File: config.mk
export PLATFORM = sky130hd
export DESIGN_NAME = uart_msg_arbiter
export DESIGN_NICKNAME = d
export VERILOG_FILES = /design/src/rtl/uart_msg_arbiter.sv
export SDC_FILE = /design/constraint.sdc
export NUM_CORES = 1
export LEC_CHECK = 0
export CAP_MARGIN = 10
export CORE_ASPECT_RATIO = 1.4
export CORE_MARGIN = 4
export CORE_UTILIZATION = 40
export DETAILED_ROUTE_END_ITERATION = 16
export DONT_BUFFER_PORTS = 1
export PLACE_DENSITY = 0.59
export SLEW_MARGIN = 0
export SYNTH_ARGS = -nofsm -noshare
export SYNTH_HDL_FRONTEND = slang
export SYNTH_SLANG_ARGS = --single-unit
File: constraint.sdc
create_clock -name clk -period 3 [get_ports clk]
set_clock_uncertainty 0.2 [all_clocks]
set_input_delay 0.3 -clock clk [delete_from_list [all_inputs] [get_ports clk]]
set_output_delay 0.3 -clock clk [all_outputs]
set_load 0.01 [all_outputs]
File: src/rtl/uart_msg_arbiter.sv
// Two-source UART message arbiter: buffers one pending payload per requester,
// grants round-robin, and streams each grant as a 6-byte ASCII line "Tag:HL\r\n".
module uart_msg_arbiter (
    input  logic       clk,
    input  logic       rst,
    input  logic       req0_start,
    input  logic [7:0] req0_data,
    input  logic       req1_start,
    input  logic [7:0] req1_data,
    output logic [7:0] uart_data,
    output logic       uart_valid,
    input  logic       uart_ready,
    output logic       busy,
    output logic       grant_id,
    output logic [1:0] overflow,
    output logic       dbg_state
);

    localparam logic [7:0] TAG0 = 8'h4B;
    localparam logic [7:0] TAG1 = 8'h53;

    typedef enum logic {
        S_IDLE = 1'b0,
        S_SEND = 1'b1
    } state_t;

    state_t      r_state;
    state_t      w_state_nxt;
    logic [1:0]  r_pend_v;
    logic [7:0]  r_pend_d0;
    logic [7:0]  r_pend_d1;
    logic        r_last_grant;
    logic [2:0]  r_idx;
    logic [7:0]  r_line_d;
    logic        r_line_id;
    logic [7:0]  r_uart_data;
    logic [1:0]  r_overflow;

    logic        w_grant_en;
    logic        w_grant_id;
    logic [7:0]  w_grant_d;
    logic        w_hs;
    logic        w_line_done;
    logic        w_clr0;
    logic        w_clr1;

    function automatic logic [7:0] hex_ascii(input logic [3:0] v);
        return (v < 4'd10) ? (8'h30 + {4'h0, v}) : (8'h37 + {4'h0, v});
    endfunction

    function automatic logic [7:0] line_byte(input logic [2:0] idx, input logic id,
                                             input logic [7:0] d);
        logic [7:0] b;
        case (idx)
            3'd0:    b = id ? TAG1 : TAG0;
            3'd1:    b = 8'h3A;
            3'd2:    b = hex_ascii(d[7:4]);
            3'd3:    b = hex_ascii(d[3:0]);
            3'd4:    b = 8'h0D;
            default: b = 8'h0A;
        endcase
        return b;
    endfunction

    // Handshake: a byte moves on every rising edge where uart_valid and uart_ready
    // are both high; uart_data is held unchanged while uart_valid is high and
    // uart_ready is low, and uart_valid never drops before the byte is taken.
    always_comb begin
        w_state_nxt = r_state;
        w_grant_en  = 1'b0;
        w_grant_id  = r_line_id;
        w_hs        = 1'b0;
        w_line_done = 1'b0;
        case (r_state)
            S_IDLE: begin
                if (|r_pend_v) begin
                    w_grant_en  = 1'b1;
                    w_grant_id  = (&r_pend_v) ? ~r_last_grant : r_pend_v[1];
                    w_state_nxt = S_SEND;
                end
            end
            S_SEND: begin
                if (uart_ready) begin
                    w_hs = 1'b1;
                    if (r_idx == 3'd5) begin
                        w_line_done = 1'b1;
                        w_state_nxt = S_IDLE;
                    end
                end
            end
            default: w_state_nxt = S_IDLE;
        endcase
    end

    assign w_grant_d = w_grant_id ? r_pend_d1 : r_pend_d0;
    assign w_clr0    = w_grant_en && !w_grant_id;
    assign w_clr1    = w_grant_en && w_grant_id;

    always_ff @(posedge clk) begin
        if (rst) begin
            r_state      <= S_IDLE;
            r_pend_v     <= 2'b00;
            r_pend_d0    <= 8'h00;
            r_pend_d1    <= 8'h00;
            r_last_grant <= 1'b1;
            r_idx        <= 3'd0;
            r_line_d     <= 8'h00;
            r_line_id    <= 1'b0;
            r_uart_data  <= 8'h00;
            r_overflow   <= 2'b00;
        end else begin
            r_state <= w_state_nxt;
            if (w_grant_en) begin
                r_line_d     <= w_grant_d;
                r_line_id    <= w_grant_id;
                r_last_grant <= w_grant_id;
                r_idx        <= 3'd0;
                r_uart_data  <= line_byte(3'd0, w_grant_id, w_grant_d);
            end else if (w_hs && !w_line_done) begin
                r_idx       <= r_idx + 3'd1;
                r_uart_data <= line_byte(r_idx + 3'd1, r_line_id, r_line_d);
            end
            // A new start beats a same-edge grant clear, and only counts as an
            // overflow when the old payload was not just taken by that grant.
            if (req0_start) begin
                r_pend_v[0] <= 1'b1;
                r_pend_d0   <= req0_data;
                if (r_pend_v[0] && !w_clr0) r_overflow[0] <= 1'b1;
            end else if (w_clr0) begin
                r_pend_v[0] <= 1'b0;
            end
            if (req1_start) begin
                r_pend_v[1] <= 1'b1;
                r_pend_d1   <= req1_data;
                if (r_pend_v[1] && !w_clr1) r_overflow[1] <= 1'b1;
            end else if (w_clr1) begin
                r_pend_v[1] <= 1'b0;
            end
        end
    end

    assign uart_data  = r_uart_data;
    assign uart_valid = (r_state == S_SEND);
    assign busy       = (r_state == S_SEND);
    assign grant_id   = r_line_id;
    assign overflow   = r_overflow;
    assign dbg_state  = r_state;

endmodule

==> flow_metrics.env <==
export IMPL_ys_seq_area_frac=0.4149
export IMPL_vias_per_cell=5.278
export IMPL_synth_area_mm2=0.001978
export IMPL_synthCells=223
export IMPL_grt_pass1_vias=1456
export IMPL_cp_slowest_stage_delay_ns=0.66
export IMPL_hpwl_um=3193
export IMPL_slowest_stage="dfxtp_1"
export IMPL_fillers=494
export IMPL_grt_pass1_wl_um=7141
export IMPL_status="completed"
export IMPL_peakVddDrop_uv=298.2
export IMPL_final_seq_area_um2=820.8
export IMPL_port_buffers=0
export IMPL_dieArea_mm2=0.006151
export IMPL_setup_tns_ns=0
export IMPL_synth_edff_count=0
export IMPL_drtIter0Drc=118
export IMPL_syn_nets=251
export IMPL_comb_power_share=0.118
export IMPL_cp_required_ns=3.03
export IMPL_critPathTopFamily="flip-flops"
export IMPL_track_usage=0.1541
export IMPL_num_nets_final=265
export IMPL_postCtsHoldBufs=20
export IMPL_hold_viol_final=0
export IMPL_fin_util=0.4828
export IMPL_ant_nets=0
export IMPL_drc=0
export IMPL_multi_input_area_mm2=0.001044
export IMPL_switching_power_w=0.0003123
export IMPL_cts_num_sinks=41
export IMPL_power_frac_seq=0.504
export IMPL_core_area_mm2=0.004805
export IMPL_leakage_nw=0.8541
export IMPL_syn2layout_area_growth_pct=17.27
export IMPL_core_rowCount=30
export IMPL_route_vias_total=1594
export IMPL_worst_path_max_fanout=12
export IMPL_synth_ff_type="dfxtp_1"
export IMPL_cts_htree_levels=2
export IMPL_rsz0062_at_grt="false"
export IMPL_power_density_mw_per_mm2=530.9
export IMPL_antenna_found_initial=0
export IMPL_fmax_mhz=475.5
export IMPL_synth_distinct_cells=48
export IMPL_clk_pin_slew_worst_paths_ns=0.08
export IMPL_p_int_w=0.0009192
export IMPL_wl_per_cell_um=14.78
export IMPL_grt_ovfl_total=0
export IMPL_cts_tree="yes"
export IMPL_clkLatencyLatePin_ns=0.30
export IMPL_path_buf_inv=0
export IMPL_initial_core_util=0.4117
export IMPL_cts_root_buf="clkbuf_8"
export IMPL_die_x_um=67.44
export IMPL_path_class="flop to flop"
export IMPL_crit_arrival_ns=2.14
export IMPL_pwr_share_clk=0.378
export IMPL_post_cts_buffers=0
export IMPL_syn_area_per_cell_um2=8.871
export IMPL_diodes=0
export IMPL_synth_seq_cells=41
export IMPL_worstPathCellList="o21bai_1 -> nand2_1 -> nor3_1 -> o2bb2ai_1"
export IMPL_fin_crit_sh=0.7010
export IMPL_drive_gt1_frac=0.06303
export IMPL_wl_um=4463
export IMPL_slew_headroom=0.3938
export IMPL_yosysWarningCount=0
export IMPL_async_flop_share=0
export IMPL_swShare=0.2536
export IMPL_whs_ns=0.0008395
export IMPL_place_congestion=0.8451
export IMPL_num_io_pins=35
export IMPL_cts_buffers=5
export IMPL_period_minus_slack_ns=2.103
export IMPL_setup_viol=0
export IMPL_post_cts_resized=0
export IMPL_cp_end_kind="flop"
export IMPL_timing_final_max_slew_violations=0
export IMPL_maxCapViolations=0
export IMPL_grt_max_degree=35
export IMPL_clockBufferDepth=2
export IMPL_drt_pass1_iterations=4
export IMPL_max_slew_worst_pin_slew_ns=0.9075
export IMPL_critPathLaunchType="flop"
export IMPL_die_height_um=91.21
export IMPL_hold_path_class="input pin to flop"
[stage by stage]
stage / total power [W] / area, um2 / worst slack (ns) / instances
detailed placement: 0.0007446 / 1993 / 0.8967 / 274
finish: 0.001231 / 2320 / 0.8969 / 302
CTS: 0.001246 / 2320 / 0.8690 / 302
floorplan: 0.0007334 / 1978 / 1.193 / 223
global route: 0.001290 / 2320 / 0.6868 / 302
global placement: 0.0007421 / 1993 / 0.9499 / 274
[flip-flops by register name (all words and copies together) (netlist names), 2 cells and up]
name,count
r_line_d,8
r_pend_v,2
r_idx,3
r_pend_d0,8
overflow,2
r_pend_d1,8
uart_data,7
[cell type report]
cell class | instances | share of cell area
timing repair buffer | 20 | 0.09062
multi-input combinational | 156 | 0.4498
clock inverter | 1 | 0.01295
inverter | 13 | 0.02104
sequential | 41 | 0.3538
tap | 64 | 0.03452
clock buffer | 7 | 0.03722
[power groups by stage]
stage	clock, W	sequential, W	combinational (W)
2_1_floorplan	0	0.000620	0.000114
3_3_place_gp	0	0.000633	0.000109
3_5_place_dp	0	0.000634	0.000111
4_1_cts	0.000477	0.000621	0.000148
5_1_grt	0.000500	0.000626	0.000164
6_report	0.000466	0.000620	0.000146
[cells by family (layout without fill, tap and decap cells)]
logic type	after synthesis	count (layout)	synth area share
mux	16	16	0.08096
fa+ha+maj	7	7	0.04427
flops	41	41	0.4149
buf+inv	26	41	0.05756
xor+xnor	5	5	0.03163
simple gates	64	64	0.1594
compound gates	63	63	0.2094
other cells	1	1	0.001896
[worst min-delay path, delay by kind of cell]
family | cells | cell delay [ns]
and+or+nand+nor | 2 | 0.10
AOI/OAI and AO/OA | 1 | 0.06
[synthesized netlist by cell type (2+ instances only)]
library cell  count  share of area
a211oi_1          4          0.015
a21oi_1          22          0.056
a22oi_1           9          0.034
a31oi_1           2         0.0063
and4b_1           2          0.010
buf_2             4          0.010
buf_4             3          0.011
clkbuf_1          6          0.011
dfxtp_1          41           0.41
ha_1              7          0.044
inv_1            13          0.025
mux2i_1          16          0.081
nand2_1          19          0.036
nand3_1           2         0.0051
nor2_1           25          0.047
nor2b_1           2         0.0063
nor3_1            3         0.0076
nor4bb_1          2          0.010
o21ai_0           8          0.020
o22ai_1           3         0.0095
xnor2_1           3          0.013
[cells in the final DEF, fill, tap and decap left out, types with 2 or more instances in the layout]
master         count
ha_1               7
nor3_1             3
nor4bb_1           2
dlygate4sd3_1     19
a22oi_1            9
nand2_1           19
nor2_1            25
nand3_1            2
a211oi_1           4
a21oi_1           22
a31oi_1            2
mux2i_1           16
o22ai_1            3
dfxtp_1           41
and4b_1            2
o21ai_0            8
nor2b_1            2
clkbuf_8           6
inv_1             13
xnor2_1            3
[per-layer routing]
layer	share of wire	global-route usage	up-vias	routed length, um
met3	0.037	0.04208	6	165
met2	0.51	0.2486	33	2261
met5	0	0	-	0
li1	-	-	814	-
met4	0.017	0.06091	0	76
met1	0.44	0.1899	741	1959
[final timing paths]
path / start / end / slack, ns / cells after the start
worst max-delay path: busy / uart_data[2] / 0.90 / 4
worst min-delay path: uart_ready / busy / 0.0008 / 3
worst max register to register: busy / uart_data[2] / 0.90 / 4
worst min register to register: r_pend_d1[4] / r_line_d[4] / 0.26 / 2
(Power assumes the default switching activity.)
